<file path="config.mk">
export PLATFORM = sky130hd
export DESIGN_NAME = gray_converter
export DESIGN_NICKNAME = d
export VERILOG_FILES = /design/src/rtl/gray_converter.sv
export SDC_FILE = /design/constraint.sdc
export NUM_CORES = 1
export LEC_CHECK = 0
export ABC_AREA = 1
export BUFFER_PORTS_ARGS = -buffer_cell sky130_fd_sc_hd__buf_2
export CAP_MARGIN = 25
export CORE_MARGIN = 2
export CORE_UTILIZATION = 55
export DETAILED_ROUTE_END_ITERATION = 6
export HOLD_SLACK_MARGIN = 0.1
export PLACE_DENSITY = 0.78
export SYNTH_ARGS = -nofsm -noshare
export SYNTH_HDL_FRONTEND = slang
export SYNTH_SLANG_ARGS = --single-unit
</file>
<file path="constraint.sdc">
create_clock -name gray_clk -period 1.96 [get_ports gray_clk]
set_input_delay 0.196 -clock gray_clk [delete_from_list [all_inputs] [get_ports gray_clk]]
set_output_delay 0.196 -clock gray_clk [all_outputs]
set_load 0.03 [all_outputs]
</file>
<file path="src/rtl/gray_converter.sv">
// RGB555 to gray converter feeding the sobel stage: a two-stage elastic pipeline
// producing {Y,Y,Y}, with a frame pixel counter and an end-of-frame pulse.
module gray_converter #(
  parameter int IMG_WIDTH  = 320,
  parameter int IMG_HEIGHT = 240
) (
  input  logic        gray_clk,
  input  logic        reset,
  input  logic [14:0] in_px_rgb,
  input  logic        in_valid,
  output logic        in_ready,
  output logic [14:0] out_px_gray,
  output logic        out_valid,
  input  logic        out_ready,
  output logic [16:0] px_count,
  output logic        frame_done
);

  localparam logic [16:0] LAST_PX = 17'(IMG_WIDTH * IMG_HEIGHT - 1);

  logic        en;
  logic        outXfer;

  logic [11:0] prodRQ, prodRD;
  logic [12:0] prodGQ, prodGD;
  logic [9:0]  prodBQ, prodBD;
  logic        s1ValidQ, s1ValidD;

  logic [12:0] lumaSum;
  logic [4:0]  luma;
  logic [14:0] outPxQ, outPxD;
  logic        outValidQ, outValidD;

  logic [16:0] pxCountQ, pxCountD;
  logic        frameDoneQ, frameDoneD;

  // Both stages advance together whenever the output slot is free or draining.
  assign en      = out_ready | ~outValidQ;
  assign outXfer = outValidQ & out_ready;

  always_comb begin
    prodRD    = 12'(in_px_rgb[14:10]) * 12'd77;
    prodGD    = 13'(in_px_rgb[9:5])   * 13'd150;
    prodBD    = 10'(in_px_rgb[4:0])   * 10'd29;
    s1ValidD  = in_valid;
    // Coefficients sum to 256, so the 13-bit sum never exceeds 31*256.
    lumaSum   = 13'(prodRQ) + prodGQ + 13'(prodBQ);
    luma      = 5'(lumaSum >> 8);
    outPxD    = {luma, luma, luma};
    outValidD = s1ValidQ;
  end

  always_comb begin
    pxCountD   = pxCountQ;
    frameDoneD = 1'b0;
    if (outXfer) begin
      if (pxCountQ == LAST_PX) begin
        pxCountD   = '0;
        frameDoneD = 1'b1;
      end else begin
        pxCountD   = pxCountQ + 17'd1;
      end
    end
  end

  always_ff @(posedge gray_clk or posedge reset) begin
    if (reset) begin
      prodRQ    <= '0;
      prodGQ    <= '0;
      prodBQ    <= '0;
      s1ValidQ  <= 1'b0;
      outPxQ    <= '0;
      outValidQ <= 1'b0;
    end else if (en) begin
      prodRQ    <= prodRD;
      prodGQ    <= prodGD;
      prodBQ    <= prodBD;
      s1ValidQ  <= s1ValidD;
      outPxQ    <= outPxD;
      outValidQ <= outValidD;
    end
  end

  always_ff @(posedge gray_clk or posedge reset) begin
    if (reset) begin
      pxCountQ   <= '0;
      frameDoneQ <= 1'b0;
    end else begin
      pxCountQ   <= pxCountD;
      frameDoneQ <= frameDoneD;
    end
  end

  assign in_ready    = en;
  assign out_px_gray = outPxQ;
  assign out_valid   = outValidQ;
  assign px_count    = pxCountQ;
  assign frame_done  = frameDoneQ;

endmodule

</file>
### Word-level counts from Yosys, hierarchy flattened

Cells that the tools add are included.

* bits in latches: 0
* RAM bits: 0
* memories: 0
* input bits: 19
* flip-flop bits (word level): 69
* ROM bits: 0
* logic and storage cells: 21

* equal/unequal tests: 1
* order comparisons: 0
* bitwise gates (word level): 3
* reduce and logical (&&, ||, !) cells: 0
* $add $sub $neg: 3
* multiplexer cells: 3
* multiply operators: 3
* shifts and indexed selects: 0
* div/mod/pow operators: 0

Operators with widths (number)
* multiplier 5 x 7 -> 12 bit (second input constant): 2
* adder 17 x 1 -> 17 bit (second input constant): 1
* == test 17 bit (second input constant): 1
* two-way mux 17 bit: 1
* adder 12 x 13 -> 13 bit: 1
* adder 13 x 10 -> 13 bit: 1
* multiplier 5 x 5 -> 10 bit (second input constant): 1
* two-way mux 1 bit: 2
* bitwise AND 1 bit: 1
* NOT 1 bit: 1
* OR 1 bit: 1

### Longest topological paths before layout

* word-level depth: 3
* depth in mapped cells: 14
* mapped depth without buffers: 14

### Least setup slack after synthesis

No wires, ideal clock.

* path kind: in2reg
* start point: in in_px_rgb[1]
* end point: reg prodBQ[6]
* data arrival time: 2252 ps
* path slack: -419 ps
* stages on the path: 11
* library setup time: 128 ps
* path buffers: 0
* data required time: 1832 ps
* cell sequence: inv_1 -> fa_1 -> inv_1 -> ha_1 -> ha_1 -> ha_1 -> nand2_1 -> nand2_1 -> a31oi_1 -> xor2_1 -> o21ai_0

* cells in the longest elaborated chain, start to end: 1

Ends and longest elaborated chain
* from (decl): RTL line 9 `input logic [14:0] in_px_rgb,`
* multiplier 5 x 5 -> 10 bit: RTL line 44 `prodBD = 10'(in_px_rgb[4:0]) * 10'd29;`
* to (signal assigned): RTL line 77 `prodBQ <= prodBD;`
* to (decl): RTL line 26 `logic [9:0] prodBQ, prodBD;`

No other way between the ends.
A chain may end at the register's enable or synchronous reset.

### Worst setup path after layout

* start point: reg prodRQ[2]
* end point: reg outPxQ[12] (netlist: out_px_gray[12])

* cells in the longest elaborated chain, start to end: 2

Ends and longest elaborated chain
* from (decl): RTL line 24 `logic [11:0] prodRQ, prodRD;`
* from (signal assigned): RTL line 75 `prodRQ <= prodRD;`
* adder 12 x 13 -> 13 bit: RTL line 47 `lumaSum = 13'(prodRQ) + prodGQ + 13'(prodBQ);`
* adder 13 x 10 -> 13 bit: RTL line 47
* to (signal assigned): RTL line 79 `outPxQ <= outPxD;`
* to (decl): RTL line 31 `logic [14:0] outPxQ, outPxD;`

No other way between the ends.

==> impl_metrics.xml <==
<?xml version="1.0" encoding="UTF-8"?>
<metrics>
  <group name="die">
    <metric name="io_pins" unit="">54</metric>
    <metric name="dieHeight" unit="um">101</metric>
    <metric name="die_x" unit="um">101</metric>
    <metric name="floorplan.rows" unit="">35</metric>
    <metric name="die_area" unit="um2">10200</metric>
    <metric name="floorplan.initialDensity" unit="%">56.3</metric>
    <metric name="placeableCoreArea" unit="um2">9150</metric>
  </group>
  <group name="clock_tree">
    <metric name="clock_pin_transition_on_the_worst_setup_and_hold_timing_paths" unit="ps">70</metric>
    <metric name="clock_latency" unit="ps">350</metric>
    <metric name="clkSinkCount" unit="">59</metric>
    <metric name="htree_levels" unit="">3</metric>
    <metric name="tritoncts_clock_tree" unit="">yes</metric>
    <metric name="cts.path.max_buffers" unit="">2</metric>
    <metric name="clk_tree_root_cell" unit="">sky130_fd_sc_hd__clkbuf_8</metric>
    <metric name="cts_inserted_buffers" unit="">9</metric>
  </group>
  <group name="timing">
    <metric name="finalHoldViolations" unit="">0</metric>
    <metric name="finalCritPeriodShare" unit="%">107</metric>
    <metric name="whs" unit="ps">173</metric>
    <metric name="max_slew_margin" unit="%">68.0</metric>
    <metric name="setup_ws" unit="ps">-140</metric>
    <metric name="skew" unit="ps">11.1</metric>
    <metric name="report.final.setup_viol" unit="">11</metric>
    <metric name="tightestPinTransition" unit="ps">479</metric>
    <metric name="unrepaired_setup_endpoints_after_global_routing" unit="">yes</metric>
    <metric name="timing.final.max_slew_violations" unit="">0</metric>
    <metric name="max_freq" unit="GHz">0.476</metric>
    <metric name="fin_crit" unit="ps">2100</metric>
  </group>
  <group name="synth">
    <metric name="synth_largest_type_area_fraction" unit="%">28.7</metric>
    <metric name="synth-edff-count" unit="">0</metric>
    <metric name="synth.lib_cells_used.distinct" unit="">31</metric>
    <metric name="synth_largest_area_cell" unit="">sky130_fd_sc_hd__dfrtp_1</metric>
    <metric name="synth.cell_area" unit="um2">5150</metric>
    <metric name="synth.ff_latch_count" unit="">59</metric>
    <metric name="synth-warning-count" unit="">0</metric>
    <metric name="ys_async_sr_fraction" unit="%">100</metric>
    <metric name="synth_seq_area_share" unit="%">28.7</metric>
    <metric name="synthCells" unit="">685</metric>
    <metric name="post_synth_main_area_contributors" unit="">sky130_fd_sc_hd__dfrtp_1, sky130_fd_sc_hd__ha_1, sky130_fd_sc_hd__nand2_1, sky130_fd_sc_hd__inv_1, sky130_fd_sc_hd__fa_1</metric>
    <metric name="synth.avg_cell_area" unit="um2">7.52</metric>
    <metric name="syn-num-nets" unit="">796</metric>
    <metric name="ys_dominant_reg_cell" unit="">sky130_fd_sc_hd__dfrtp_1</metric>
  </group>
  <group name="drt">
    <metric name="vias" unit="">4869</metric>
    <metric name="route.antenna.remaining_nets" unit="">0</metric>
    <metric name="vias_per_cell" unit="">5.32</metric>
    <metric name="wl_per_cell" unit="um">14.8</metric>
    <metric name="drc_violation_total_after_the_first_tritonroute_iteration" unit="">140</metric>
    <metric name="detail_route.drc_violations" unit="">0</metric>
    <metric name="dr.pass1.iters" unit="">5</metric>
    <metric name="wirelength" unit="mm">13.5</metric>
  </group>
  <group name="run">
    <metric name="cap_viol_max_count" unit="">0</metric>
  </group>
  <group name="global_routing">
    <metric name="grt_pass1_vias" unit="">4713</metric>
    <metric name="grt_use_total" unit="%">26.2</metric>
    <metric name="grt_pass1_wl" unit="mm">21.0</metric>
    <metric name="grt_antenna_before_repair" unit="">0</metric>
    <metric name="pin_count_of_the_biggest_net_entering_global_routing" unit="">43</metric>
    <metric name="grt_overflow_total" unit="">0</metric>
  </group>
  <group name="power">
    <metric name="power_leakage" unit="uW">0.00366</metric>
    <metric name="total_power" unit="uW">8790</metric>
    <metric name="power_density" unit="nW/um2">1270</metric>
    <metric name="ir_drop" unit="uV">898</metric>
  </group>
  <group name="worst_setup_path">
    <metric name="cp.depth" unit="">10</metric>
    <metric name="worst_path_max_delay_cell" unit="">sky130_fd_sc_hd__fa_1</metric>
    <metric name="critPathTopFamily" unit="">adder cells</metric>
    <metric name="critical_path_class" unit="">flip-flop to flip-flop</metric>
    <metric name="critical-path-max-stage-delay" unit="ps">550</metric>
    <metric name="crit_chain" unit="">fa_1 &gt; ha_4 &gt; nand2_2 &gt; buf_4 &gt; nor2_2 &gt; nand3_2 &gt; nand3_2 &gt; nand2_1 &gt; nand3_1 &gt; nand2_1</metric>
    <metric name="critPathLaunchType" unit="">flip-flop</metric>
    <metric name="critical_path_arrival" unit="ps">2340</metric>
    <metric name="critPathMaxFanout" unit="">2</metric>
    <metric name="required_worst_endpoint" unit="ps">2200</metric>
    <metric name="worstPathBufferInverterCount" unit="">1</metric>
    <metric name="r2r.worst_path.cells" unit="">10</metric>
    <metric name="timing.critical_path.to_type" unit="">flip-flop</metric>
  </group>
  <group name="layout">
    <metric name="count_of_placed_standard_cells_in_the_final_layout_fillers_left_out" unit="">915</metric>
    <metric name="mostFrequentLayoutCell" unit="">sky130_fd_sc_hd__nand2_1</metric>
    <metric name="layout.core_utilization" unit="%">75.6</metric>
    <metric name="fill_cells" unit="">608</metric>
    <metric name="antenna_cells" unit="">0</metric>
    <metric name="most-common-layout-cells" unit="">sky130_fd_sc_hd__nand2_1, sky130_fd_sc_hd__inv_1, sky130_fd_sc_hd__buf_4</metric>
    <metric name="num-nets-final" unit="">910</metric>
    <metric name="area_delta_synth_final" unit="%">34.2</metric>
    <metric name="layout-drive-gt1-share" unit="%">33.0</metric>
  </group>
  <group name="placed_design">
    <metric name="pre_cts_slack" unit="ps">-508</metric>
    <metric name="hpwl" unit="mm">9.49</metric>
    <metric name="place_inst" unit="">889</metric>
    <metric name="numPortBuffers" unit="">53</metric>
    <metric name="gpl.final_weighted_congestion" unit="">0.897</metric>
  </group>
  <group name="min_path">
    <metric name="min_delay_worst_type" unit="">primary input to flip-flop</metric>
    <metric name="number_of_stages_on_the_worst_hold_path" unit="">3</metric>
  </group>
  <group name="run_status">
    <metric name="outcome" unit="">finished with violations</metric>
    <metric name="failed_checks" unit="">negative setup slack</metric>
  </group>
</metrics>
## cell usage after synthesis, types with 2 or more instances
cell type,instances
sky130_fd_sc_hd__nand2_1,191
sky130_fd_sc_hd__inv_1,131
sky130_fd_sc_hd__ha_1,73
sky130_fd_sc_hd__dfrtp_1,59
sky130_fd_sc_hd__nand3_1,42
sky130_fd_sc_hd__nor2_1,37
sky130_fd_sc_hd__o21ai_0,31
sky130_fd_sc_hd__fa_1,19
sky130_fd_sc_hd__nand4_1,17
sky130_fd_sc_hd__a21oi_1,14
sky130_fd_sc_hd__xor2_1,11
sky130_fd_sc_hd__buf_4,10
sky130_fd_sc_hd__nor3_1,9
sky130_fd_sc_hd__clkbuf_1,6
sky130_fd_sc_hd__a31oi_1,4
sky130_fd_sc_hd__or2_2,4
sky130_fd_sc_hd__inv_2,3
sky130_fd_sc_hd__nand2_2,3
sky130_fd_sc_hd__o22ai_1,3
sky130_fd_sc_hd__a21o_1,2
sky130_fd_sc_hd__and2_1,2
sky130_fd_sc_hd__buf_2,2
sky130_fd_sc_hd__nor2_2,2
sky130_fd_sc_hd__o21bai_1,2
sky130_fd_sc_hd__xnor2_1,2
## worst reg2reg max path: stages (launching register included)
cell	delay (ps)
sky130_fd_sc_hd__dfrtp_1	410
sky130_fd_sc_hd__fa_1	550
sky130_fd_sc_hd__ha_4	320
sky130_fd_sc_hd__nand2_2	70
sky130_fd_sc_hd__buf_4	130
sky130_fd_sc_hd__nor2_2	130
sky130_fd_sc_hd__nand3_2	140
sky130_fd_sc_hd__nand3_2	100
sky130_fd_sc_hd__nand2_1	50
sky130_fd_sc_hd__nand3_1	60
sky130_fd_sc_hd__nand2_1	50
## cells by family after synthesis
family	count (synthesis)	synth area share [%]
compound gates	57	5.90
xor+xnor	13	2.21
fa+ha+maj	92	25.1
buf+inv	152	11.9
flops	59	28.7
simple gates	312	26.3
## registers in the layout, summed over array words and instances, names as in the netlist
| name | flops |
|---|---|
| prodGQ | 12 |
| outValidD | 1 |
| px_count | 17 |
| out_valid | 1 |
| out_px_gray | 5 |
| prodRQ | 12 |
| prodBQ | 10 |
| frame_done | 1 |
## stage by stage
step	area, um2	setup TNS, ps
3_3_place_gp	6220	-6490
5_1_grt	6920	-1740
3_5_place_dp	6220	-7690
4_1_cts	6630	-360
2_1_floorplan	5470	-1150
6_report	6920	-638
## final timing paths
path | startpoint | to | slack, ps
hold reg to reg | outValidD$_DFFE_PP0P_ | out_valid$_DFFE_PP0P_ | 480
min in group asynchronous | reset | prodRQ[9]$_DFFE_PP0P_ | 410
hold / removal | in_px_rgb[14] | prodRQ[10]$_DFFE_PP0P_ | 170
setup / recovery | prodRQ[2]$_DFFE_PP0P_ | out_px_gray[12]$_DFFE_PP0P_ | -140
max in group asynchronous | reset | prodBQ[7]$_DFFE_PP0P_ | 970
setup reg to reg | prodRQ[2]$_DFFE_PP0P_ | out_px_gray[12]$_DFFE_PP0P_ | -140
## what timing repair did
action / 4_1_cts / 5_1_grt
hold buffers: 2 / 0
pin swaps: 25 / 47
endpoints found under the setup margin: 14 / 17
resized for setup: 44 / 61
endpoints found under the hold margin: 21 / 0
gates cloned: 0 / 0
buffers inserted: 3 / 5
## layer usage
| metal | vias up | track usage, % | share of wire, % |
|---|---|---|---|
| met3 | 22 | 3.74 | 4.0 |
| met5 | - | 0 | 0 |
| li1 | 2384 | - | - |
| met4 | 0 | 7.59 | 1.6 |
| met2 | 140 | 47.9 | 53 |
| met1 | 2323 | 31.8 | 41 |
## final cells by class
class	count	area, um2	area share [%]
clock buffer	11	151	2.19
timing repair buffer	121	877	12.7
sequential	59	1480	21.3
tap	111	139	2.01
inverter	134	528	7.64
multi-input combinational	474	3710	53.6
clock inverter	5	36.3	0.525
## report_power, final
group / total, uW / switching [uW] / internal, uW
registers: 1830 / 289 / 1540
logic: 5900 / 3410 / 2490
clock network: 1060 / 528 / 529
Note: power is estimated with default switching activity, not from simulation.
